[src/rtl/traffic_intersection_ctrl_if.sv]
// Purpose: lamp/command bundle between a supervisor and traffic_intersection_ctrl.
// Latency: none, wires only.
// Backpressure: none; enable and flash are level controls, lamps are continuous drives.
// Ports: enable, flash, ped_req (TL_PED_EN only) flow supervisor -> controller;
//        red, yellow, green, walk (TL_PED_EN only), phase_dir flow controller -> supervisor.
// master = supervisor side, slave = controller side.
interface traffic_intersection_ctrl_if #(
    parameter int NUM_DIR = 4
);
    localparam int DIR_W = (NUM_DIR < 2) ? 1 : $clog2(NUM_DIR);

    logic               enable;
    logic               flash;
    logic [NUM_DIR-1:0] red;
    logic [NUM_DIR-1:0] yellow;
    logic [NUM_DIR-1:0] green;
    logic [DIR_W-1:0]   phase_dir;
`ifdef TL_PED_EN
    logic [NUM_DIR-1:0] ped_req;
    logic [NUM_DIR-1:0] walk;

    modport master (
        output enable, flash, ped_req,
        input  red, yellow, green, walk, phase_dir
    );
    modport slave (
        input  enable, flash, ped_req,
        output red, yellow, green, walk, phase_dir
    );
`else
    modport master (
        output enable, flash,
        input  red, yellow, green, phase_dir
    );
    modport slave (
        input  enable, flash,
        output red, yellow, green, phase_dir
    );
`endif
endinterface

[src/rtl/traffic_intersection_ctrl.sv]
// Purpose: round-robin multi-approach signal controller (GREEN/YELLOW/ALL_RED) with flashing-yellow fault mode.
// Latency: lamps decode from registers only; any input change shows up one clock after the edge that samples it.
// Backpressure: enable=0 freezes all phase state (requests still latch); flash overrides enable.
// Ports: clk, reset (async active-low), tl (traffic_intersection_ctrl_if.slave):
//        enable, flash, ped_req in; red, yellow, green, walk, phase_dir out.
// Optional feature: define TL_PED_EN to add pedestrian request latching and walk lamps.
module traffic_intersection_ctrl #(
    parameter int NUM_DIR   = 4,
    parameter int CNT_W     = 8,
    parameter int GREEN_T   = 20,
    parameter int YELLOW_T  = 7,
    parameter int ALL_RED_T = 3,
    parameter int FLASH_T   = 16,
    parameter int PED_T     = 10
) (
    input  logic                        clk,
    input  logic                        reset,
    traffic_intersection_ctrl_if.slave  tl
);
    localparam int DIR_W = (NUM_DIR < 2) ? 1 : $clog2(NUM_DIR);

    localparam logic [CNT_W-1:0] GREEN_LAST  = CNT_W'(GREEN_T - 1);
    localparam logic [CNT_W-1:0] YELLOW_LAST = CNT_W'(YELLOW_T - 1);
    localparam logic [CNT_W-1:0] AR_LAST     = CNT_W'(ALL_RED_T - 1);
    localparam logic [CNT_W-1:0] FLASH_LAST  = CNT_W'(FLASH_T - 1);
    localparam logic [DIR_W-1:0] LAST_DIR    = DIR_W'(NUM_DIR - 1);

    // Elaboration-time sanity checks on the configuration.
    if (NUM_DIR < 2 || NUM_DIR > 4) begin : g_bad_num_dir
        $error("traffic_intersection_ctrl: NUM_DIR must be 2..4");
    end
    if (PED_T > GREEN_T) begin : g_bad_ped_t
        $error("traffic_intersection_ctrl: PED_T must not exceed GREEN_T");
    end

    typedef enum logic [1:0] {
        S_ALL_RED = 2'd0,
        S_GREEN   = 2'd1,
        S_YELLOW  = 2'd2,
        S_FLASH   = 2'd3
    } state_t;

    state_t             state_q, state_d;
    logic [DIR_W-1:0]   cur_dir_q, cur_dir_d;
    logic [CNT_W-1:0]   cnt_q, cnt_d;
    logic               flash_tog_q, flash_tog_d;
    logic [DIR_W-1:0]   next_dir;

    logic [NUM_DIR-1:0] red_c, yellow_c, green_c;

`ifdef TL_PED_EN
    localparam logic [CNT_W-1:0] PED_LIM = CNT_W'(PED_T);

    logic [NUM_DIR-1:0] ped_pend_q, ped_pend_d;
    logic [NUM_DIR-1:0] ped_clr;
    // Set on green entry when the served approach had a pending request.
    logic               walk_act_q, walk_act_d;
    logic [NUM_DIR-1:0] walk_c;
`endif

    assign next_dir = (cur_dir_q == LAST_DIR) ? '0 : cur_dir_q + DIR_W'(1);

    // State register
    always_ff @(posedge clk or negedge reset) begin
        if (!reset) begin
            state_q     <= S_ALL_RED;
            cur_dir_q   <= LAST_DIR;
            cnt_q       <= '0;
            flash_tog_q <= 1'b0;
`ifdef TL_PED_EN
            ped_pend_q  <= '0;
            walk_act_q  <= 1'b0;
`endif
        end else begin
            state_q     <= state_d;
            cur_dir_q   <= cur_dir_d;
            cnt_q       <= cnt_d;
            flash_tog_q <= flash_tog_d;
`ifdef TL_PED_EN
            ped_pend_q  <= ped_pend_d;
            walk_act_q  <= walk_act_d;
`endif
        end
    end

    // Next-state logic
    always_comb begin
        state_d     = state_q;
        cur_dir_d   = cur_dir_q;
        cnt_d       = cnt_q;
        flash_tog_d = flash_tog_q;
`ifdef TL_PED_EN
        ped_clr     = '0;
        walk_act_d  = walk_act_q;
`endif

        if (tl.flash) begin
            if (state_q != S_FLASH) begin
                state_d     = S_FLASH;
                cnt_d       = '0;
                flash_tog_d = 1'b1;
            end else if (cnt_q == FLASH_LAST) begin
                flash_tog_d = ~flash_tog_q;
                cnt_d       = '0;
            end else begin
                cnt_d = cnt_q + CNT_W'(1);
            end
        end else if (tl.enable) begin
            case (state_q)
                S_ALL_RED: begin
                    if (cnt_q == AR_LAST) begin
                        state_d   = S_GREEN;
                        cur_dir_d = next_dir;
                        cnt_d     = '0;
`ifdef TL_PED_EN
                        walk_act_d        = ped_pend_q[next_dir];
                        ped_clr[next_dir] = 1'b1;
`endif
                    end else begin
                        cnt_d = cnt_q + CNT_W'(1);
                    end
                end
                S_GREEN: begin
                    if (cnt_q == GREEN_LAST) begin
                        state_d = S_YELLOW;
                        cnt_d   = '0;
                    end else begin
                        cnt_d = cnt_q + CNT_W'(1);
                    end
                end
                S_YELLOW: begin
                    if (cnt_q == YELLOW_LAST) begin
                        state_d = S_ALL_RED;
                        cnt_d   = '0;
                    end else begin
                        cnt_d = cnt_q + CNT_W'(1);
                    end
                end
                // Leaving flash: clear the junction first; cur_dir is kept so
                // rotation resumes with the approach after the one interrupted.
                // With enable low the controller stays dark-flashing-frozen in FLASH.
                S_FLASH: begin
                    state_d = S_ALL_RED;
                    cnt_d   = '0;
                end
                default: begin
                    state_d = S_ALL_RED;
                    cnt_d   = '0;
                end
            endcase
        end

`ifdef TL_PED_EN
        // Clear before set so a request coinciding with service stays pending.
        ped_pend_d = (ped_pend_q & ~ped_clr) | tl.ped_req;
`endif
    end

    // Lamp decode, registers only
    always_comb begin
        red_c    = '1;
        yellow_c = '0;
        green_c  = '0;
`ifdef TL_PED_EN
        walk_c   = '0;
`endif
        case (state_q)
            S_GREEN: begin
                red_c[cur_dir_q]   = 1'b0;
                green_c[cur_dir_q] = 1'b1;
`ifdef TL_PED_EN
                walk_c[cur_dir_q]  = walk_act_q && (cnt_q < PED_LIM);
`endif
            end
            S_YELLOW: begin
                red_c[cur_dir_q]    = 1'b0;
                yellow_c[cur_dir_q] = 1'b1;
            end
            S_FLASH: begin
                red_c    = '0;
                yellow_c = {NUM_DIR{flash_tog_q}};
            end
            default: begin
            end
        endcase
    end

    assign tl.red       = red_c;
    assign tl.yellow    = yellow_c;
    assign tl.green     = green_c;
    assign tl.phase_dir = cur_dir_q;
`ifdef TL_PED_EN
    assign tl.walk      = walk_c;
`endif

endmodule

[src/flat_wrapper.sv]
// flat-port wrapper written by rule: the top's interface ports become plain ports
module traffic_intersection_ctrl_flat 
#(
    parameter int NUM_DIR   = 4,
    parameter int CNT_W     = 8,
    parameter int GREEN_T   = 20,
    parameter int YELLOW_T  = 7,
    parameter int ALL_RED_T = 3,
    parameter int FLASH_T   = 16,
    parameter int PED_T     = 10
)
  (clk, reset, tl_enable, tl_flash, tl_red, tl_yellow, tl_green, tl_phase_dir);
  traffic_intersection_ctrl_if #(.NUM_DIR(NUM_DIR)) tl_i ();
  input  logic clk;
  input  logic reset;
  input wire logic [$bits(tl_i.enable)-1:0] tl_enable;
  input wire logic [$bits(tl_i.flash)-1:0] tl_flash;
  output wire logic [$bits(tl_i.red)-1:0] tl_red;
  output wire logic [$bits(tl_i.yellow)-1:0] tl_yellow;
  output wire logic [$bits(tl_i.green)-1:0] tl_green;
  output wire logic [$bits(tl_i.phase_dir)-1:0] tl_phase_dir;
  assign tl_i.enable = tl_enable;
  assign tl_i.flash = tl_flash;
  assign tl_red = tl_i.red;
  assign tl_yellow = tl_i.yellow;
  assign tl_green = tl_i.green;
  assign tl_phase_dir = tl_i.phase_dir;
  traffic_intersection_ctrl #(.NUM_DIR(NUM_DIR), .CNT_W(CNT_W), .GREEN_T(GREEN_T), .YELLOW_T(YELLOW_T), .ALL_RED_T(ALL_RED_T), .FLASH_T(FLASH_T), .PED_T(PED_T)) u_core (.clk(clk), .reset(reset), .tl(tl_i));
endmodule
[config.mk]
export PLATFORM = sky130hd
export DESIGN_NAME = traffic_intersection_ctrl_flat
export DESIGN_NICKNAME = d
export VERILOG_FILES = /design/src/rtl/traffic_intersection_ctrl_if.sv /design/src/rtl/traffic_intersection_ctrl.sv /design/src/flat_wrapper.sv
export SDC_FILE = /design/constraint.sdc
export NUM_CORES = 1
export LEC_CHECK = 0
export ABC_AREA = 1
export CORE_UTILIZATION = 50
export DETAILED_ROUTE_END_ITERATION = 10
export PLACE_DENSITY = 0.84
export SETUP_SLACK_MARGIN = 0.1
export SYNTH_ARGS = -nofsm -noshare
export SYNTH_HDL_FRONTEND = slang
export SYNTH_SLANG_ARGS = --single-unit
[constraint.sdc]
create_clock -name clk -period 3.4 [get_ports clk]
set_input_delay 0.51 -clock clk [delete_from_list [all_inputs] [get_ports clk]]
set_output_delay 0.51 -clock clk [all_outputs]
set_load 0.03 [all_outputs]
Yosys cells after proc, flatten, opt, wreduce, memory -nomap -nowiden --
Cells that the tools add are included.
Operators by class: add/sub/neg operators 2, muxes and demuxes 23, bitwise gates (word level) 3, equality and inequality tests 13, reduce and logical (&&, ||, !) cells 8, $lt $le $gt $ge 2
Operators with widths (number):
- 8-bit two-way mux | 7
- 8-bit case mux with 4 select lines | 1
- 4-bit case mux with 2 select lines | 2
- 2-bit two-way mux | 7
- 3-bit by 2-bit != test with 1-bit output (second input constant) | 3
- 8-bit by 1-bit adder with 8-bit output (second input constant) | 1
- 8-bit by 2-bit equality test with 1-bit output (second input constant) | 1
- 8-bit by 3-bit equality test with 1-bit output (second input constant) | 1
- 8-bit by 4-bit equality test with 1-bit output (second input constant) | 1
- 8-bit by 5-bit equality test with 1-bit output (second input constant) | 1
- 2-bit case mux with 4 select lines | 1
- 2-bit equality test (second input constant) | 3
- 5-bit AND reduction | 1
- 4-bit two-way mux | 1
- 4-bit NOT | 1
- 4-bit AND reduction | 1
- 2-bit nonzero test | 2
- 2-bit by 3-bit less-than comparator with 1-bit output (second input constant) | 1
- 1-bit two-way mux | 3
- 2-bit by 1-bit adder with 2-bit output (second input constant) | 1
- 1-bit demux with 2-bit select | 1
- 2-bit by 1-bit equality test with 1-bit output (second input constant) | 1
- 2-bit by 1-bit greater-or-equal comparator with 1-bit output (second input constant) | 1
- 2-bit zero test | 1
- 6 further kinds | 7
Storage, ports and cells: flip-flop bits (word level) 13, word-level logic and storage cells 55, input port bits 4

Longest topological paths before layout --
depth in word-level cells 6, mapped depth 10, mapped depth without buffers 10

Worst setup path before layout --
Ideal clock, no wire load.
path kind reg2out, start point register u_core.cur_dir_q[0], in the netlist u_core.tl.phase_dir[0], end point output tl_red[2], buffers on the path 0, arrival 1.653 ns, path slack 1.237 ns, stages on the path, launching flop included 4, data required time 2.890 ns, path through dfstp_2 inv_1 ha_1 o21ai_0
On the way: word-level cells in the longest chain between the ends 6
RTL lines:
- start, declared | RTL line traffic_intersection_ctrl.sv:44 | logic [DIR_W-1:0] cur_dir_q, cur_dir_d;
- start signal, assigned | RTL line traffic_intersection_ctrl.sv:76 | cur_dir_q <= cur_dir_d;
- 2-bit by 3-bit less-than comparator with 1-bit output (not written as such) or 2-bit by 1-bit greater-or-equal comparator with 1-bit output (tied branches) | RTL line traffic_intersection_ctrl.sv:169, traffic_intersection_ctrl.sv:176
- 1-bit logical AND (not written as such) | RTL line traffic_intersection_ctrl.sv:169, traffic_intersection_ctrl.sv:176
- 1-bit two-way mux (not written as such) | RTL line traffic_intersection_ctrl.sv:169, traffic_intersection_ctrl.sv:176
- 1-bit demux with 2-bit select *
- 4-bit NOT (no source line) *
- 4-bit case mux with 2 select lines * | RTL line traffic_intersection_ctrl.sv:167 | case (state_q)
- end, declared | RTL line flat_wrapper.sv:18 | output wire logic [$bits(tl_i.red)-1:0] tl_red;
Mark *: on every way between the ends. The rest lies on a longest branch, timed or not.

Worst setup path after layout --
start point register u_core.state_q[0], end point output tl_red[1]
On the way: word-level cells in the longest chain between the ends 3
RTL lines:
- start, declared | RTL line traffic_intersection_ctrl.sv:43 | state_t state_q, state_d;
- start signal, assigned | RTL line traffic_intersection_ctrl.sv:75 | state_q <= state_d;
- 2-bit by 1-bit equality test with 1-bit output or 2-bit equality test (tied branches) | RTL line traffic_intersection_ctrl.sv:167
- 2-bit OR reduction (no source line)
- 4-bit case mux with 2 select lines * | RTL line traffic_intersection_ctrl.sv:167
Marked as above.

==> impl_metrics.tcl <==
set metrics [dict create \
    status "finished clean" \
    io_buffer_count 17 \
    power_frac_comb_pct 71.2 \
    critPathMaxFanout 5 \
    ys_seq_area_share_pct 29.2 \
    ios 18 \
    yosys.cell_count.top_type "nand2_1" \
    pwr-share-seq_pct 20.3 \
    numCtsBuffers 3 \
    p_leak_nw 0.739 \
    finalSetupViolations 0 \
    max_stage_delay_ns 0.71 \
    max-vdd-ir-drop_v 0.000684 \
    placed_area_um2 1330 \
    synthesis.nets 177 \
    htreeDepth 1 \
    antenna_left 0 \
    power.share.clock_pct 8.5 \
    avgSynthCellArea_um2 6.94 \
    tns_ns 0 \
    max_freq_mhz 389 \
    fp.dieW_um 49.4 \
    ys_ff_latch 13 \
    first_global_vias 1039 \
    pre_cts_ws_ns 1.14 \
    ctsResizeCount 0 \
    initial_core_util_pct 55.0 \
    clockBufferDepth 2 \
    synth_area_leaders "dfrtp_1 (24%), nand2_1 (18%), ha_1 (12%), inv_1 (7.3%), nand3_1 (5.3%)" \
    dr.pass1.iters 4 \
    drc 0 \
    synth_top_area_share_pct 24.5 \
    final_area_um2 1350 \
    cp.arrival_ns 2.06 \
    drive_above_1_share_pct 13.7 \
    grt_max_degree 14 \
    grt_pass1_wl_mm 4.59 \
    ys_top_cells_by_count "nand2_1 (55), inv_1 (22), nand3_1 (12)" \
    wl_per_cell_um 12.0 \
    hold_buffers 0 \
    nFillCells 185 \
    crit_family "buffers and inverters" \
    setup_ws_ns 0.827 \
    synthesis.area_um2 1120 \
    fin_crit_sh_pct 75.7 \
    grt_usage_pct 24.2 \
    power.internal_mw 0.546 \
    viasPerCell 5.11 \
    required_ns 2.89 \
    die_y_um 49.4 \
    yosys_warnings 0 \
    synth_edf_count 0 \
    grt_overflow_total 0 \
    via_count 1073 \
    synth_top_area_cell "dfrtp_1" \
    place_congestion 0.904 \
    synth_flop_cell "dfrtp_1" \
    n_antenna_cell 0 \
    end_kind "output port" \
    wl_mm 2.52 \
    antenna_found_initial 0 \
    rows 16 \
    root_buffer "clkbuf_4" \
    relSlewSlack_pct 62.0 \
    drv_cap 0 \
    cts_tree "built" \
    p_sw_mw 0.605 \
    drv_slew 0 \
    skew_ns 0.0123 \
    syn2layout_area_growth_pct 20.5 \
    synth_cells 162 \
    cpMaxStageDelayCell "clkdlybuf4s50_1" \
    drtIter0Drc 36 \
    cp_cell_sequence "inv_1 -> ha_1 -> inv_1 -> nand2_1 -> o21ai_0 -> clkdlybuf4s50_1" \
    rsz0062_at_grt "false" \
    clk_pin_slew_ns 0.07 \
    die-area_um2 2440 \
    tightestPinTransition_ns 0.568 \
    synth_cell_types 25 \
    hold_viol 0 \
    hpwl_mm 2.01 \
    nets 199 \
    critPathLaunchType "flip-flop" \
    core_um2 2040 \
    hold_class "reg2reg" \
    critPathBufInv 3 \
    crit_type "reg2out" \
    timing.critical_path.mode_cell "inv_1" \
    clock-sinks 13 \
    switching_share_pct 52.6 \
    synthArstFlopShare_pct 100 \
    fin_crit_ns 2.57 \
    clk_latency_ns 0.28 \
    cts_setup_buffers 0 \
    powerDensity_nw_per_um2 850 \
]
==> worst min-delay path: stages, from the launching register on <==
cell     delay [ns]
dfrtp_1        0.37
nand2_1        0.06
nand2_1        0.06
==> area by class of cell <==
class | instances | area (um^2) | share of cell area (%)
Tap cell | 27 | 33.8 | 2.50
Inverter | 28 | 119 | 8.78
Timing Repair Buffer | 17 | 170 | 12.6
Clock buffer | 4 | 26.3 | 1.94
Sequential cell | 13 | 328 | 24.2
Multi-Input combinational cell | 121 | 677 | 50.0
==> logic make-up (layout without fill, tap and decap cells) <==
| logic type | Yosys count | after routing | synth area share, % |
|---|---|---|---|
| adder cells (fa/ha/maj) | 11 | 11 | 12.2 |
| flip-flops | 13 | 13 | 29.2 |
| AND/OR/NAND/NOR | 89 | 89 | 35.9 |
| XOR/XNOR | 3 | 3 | 2.34 |
| AO/OA/AOI/OAI | 18 | 18 | 9.80 |
| buffers and inverters | 28 | 49 | 10.6 |
==> cell usage in the layout, fill, tap and decap left out, drive strengths merged <==
cell	instances
a21oi	5
a31oi	1
bufinv	1
clkbuf	4
clkdlybuf4s50	17
dfrtp	11
dfstp	2
ha	11
inv	27
nand2	57
nand3	13
nand4	1
nor2	15
nor3	2
o21ai	9
o21bai	1
o22ai	1
o311ai	1
or2	1
xor2	3
==> metrics by stage <==
| stage | hold WS, ns | std cells | total power [mW] | utilization [%] |
|---|---|---|---|---|
| 5_1_grt | 0.575 | 210 | 1.23 | 66.3 |
| 3_3_place_gp | 0.494 | 206 | 1.02 | 65.0 |
| 4_1_cts | 0.532 | 210 | 1.15 | 66.3 |
| 3_5_place_dp | 0.511 | 206 | 1.05 | 65.0 |
| 2_1_floorplan | 0.214 | 162 | 0.762 | - |
| 6_report | 0.523 | 210 | 1.15 | 66.3 |
==> registers in the layout, summed over array words and instances (netlist names) <==
name,cells
u_core.state_q,2
u_core.tl.phase_dir,2
u_core.flash_tog_q,1
u_core.cnt_q,8
==> path summary, 6_finish.rpt <==
check | start | end | slack (ns) | cells past startpoint
max reg2reg | u_core.cnt_q[0] | u_core.cnt_q[0] | 1.85 | 9
min in group asynchronous | reset | u_core.cnt_q[5] | 0.58 | 1
max | u_core.state_q[0] | tl_red[1] | 0.83 | 6
min reg2reg | u_core.cnt_q[0] | u_core.cnt_q[0] | 0.52 | 2
max in group asynchronous | reset | u_core.tl.phase_dir[1] | 2.43 | 1
min | u_core.cnt_q[0] | u_core.cnt_q[0] | 0.52 | 2
==> metal layers <==
metal,track usage (%),routed length (um),vias up
li1,-,-,546
met1,29.7,1120,498
met2,43.2,1260,25
met3,5.61,117,4
met4,4.29,22,0
met5,0,0,-
==> power by group through the flow <==
stage                     logic, mW  clock network [mW]  registers (mW)
after detailed placement      0.814                   0           0.237
after global routing          0.882               0.107           0.244
after CTS                     0.817               0.100           0.234
after floorplan               0.519                   0           0.243
final                         0.820              0.0979           0.234
after global placement        0.790                   0           0.232
(Power assumes the default switching activity.)
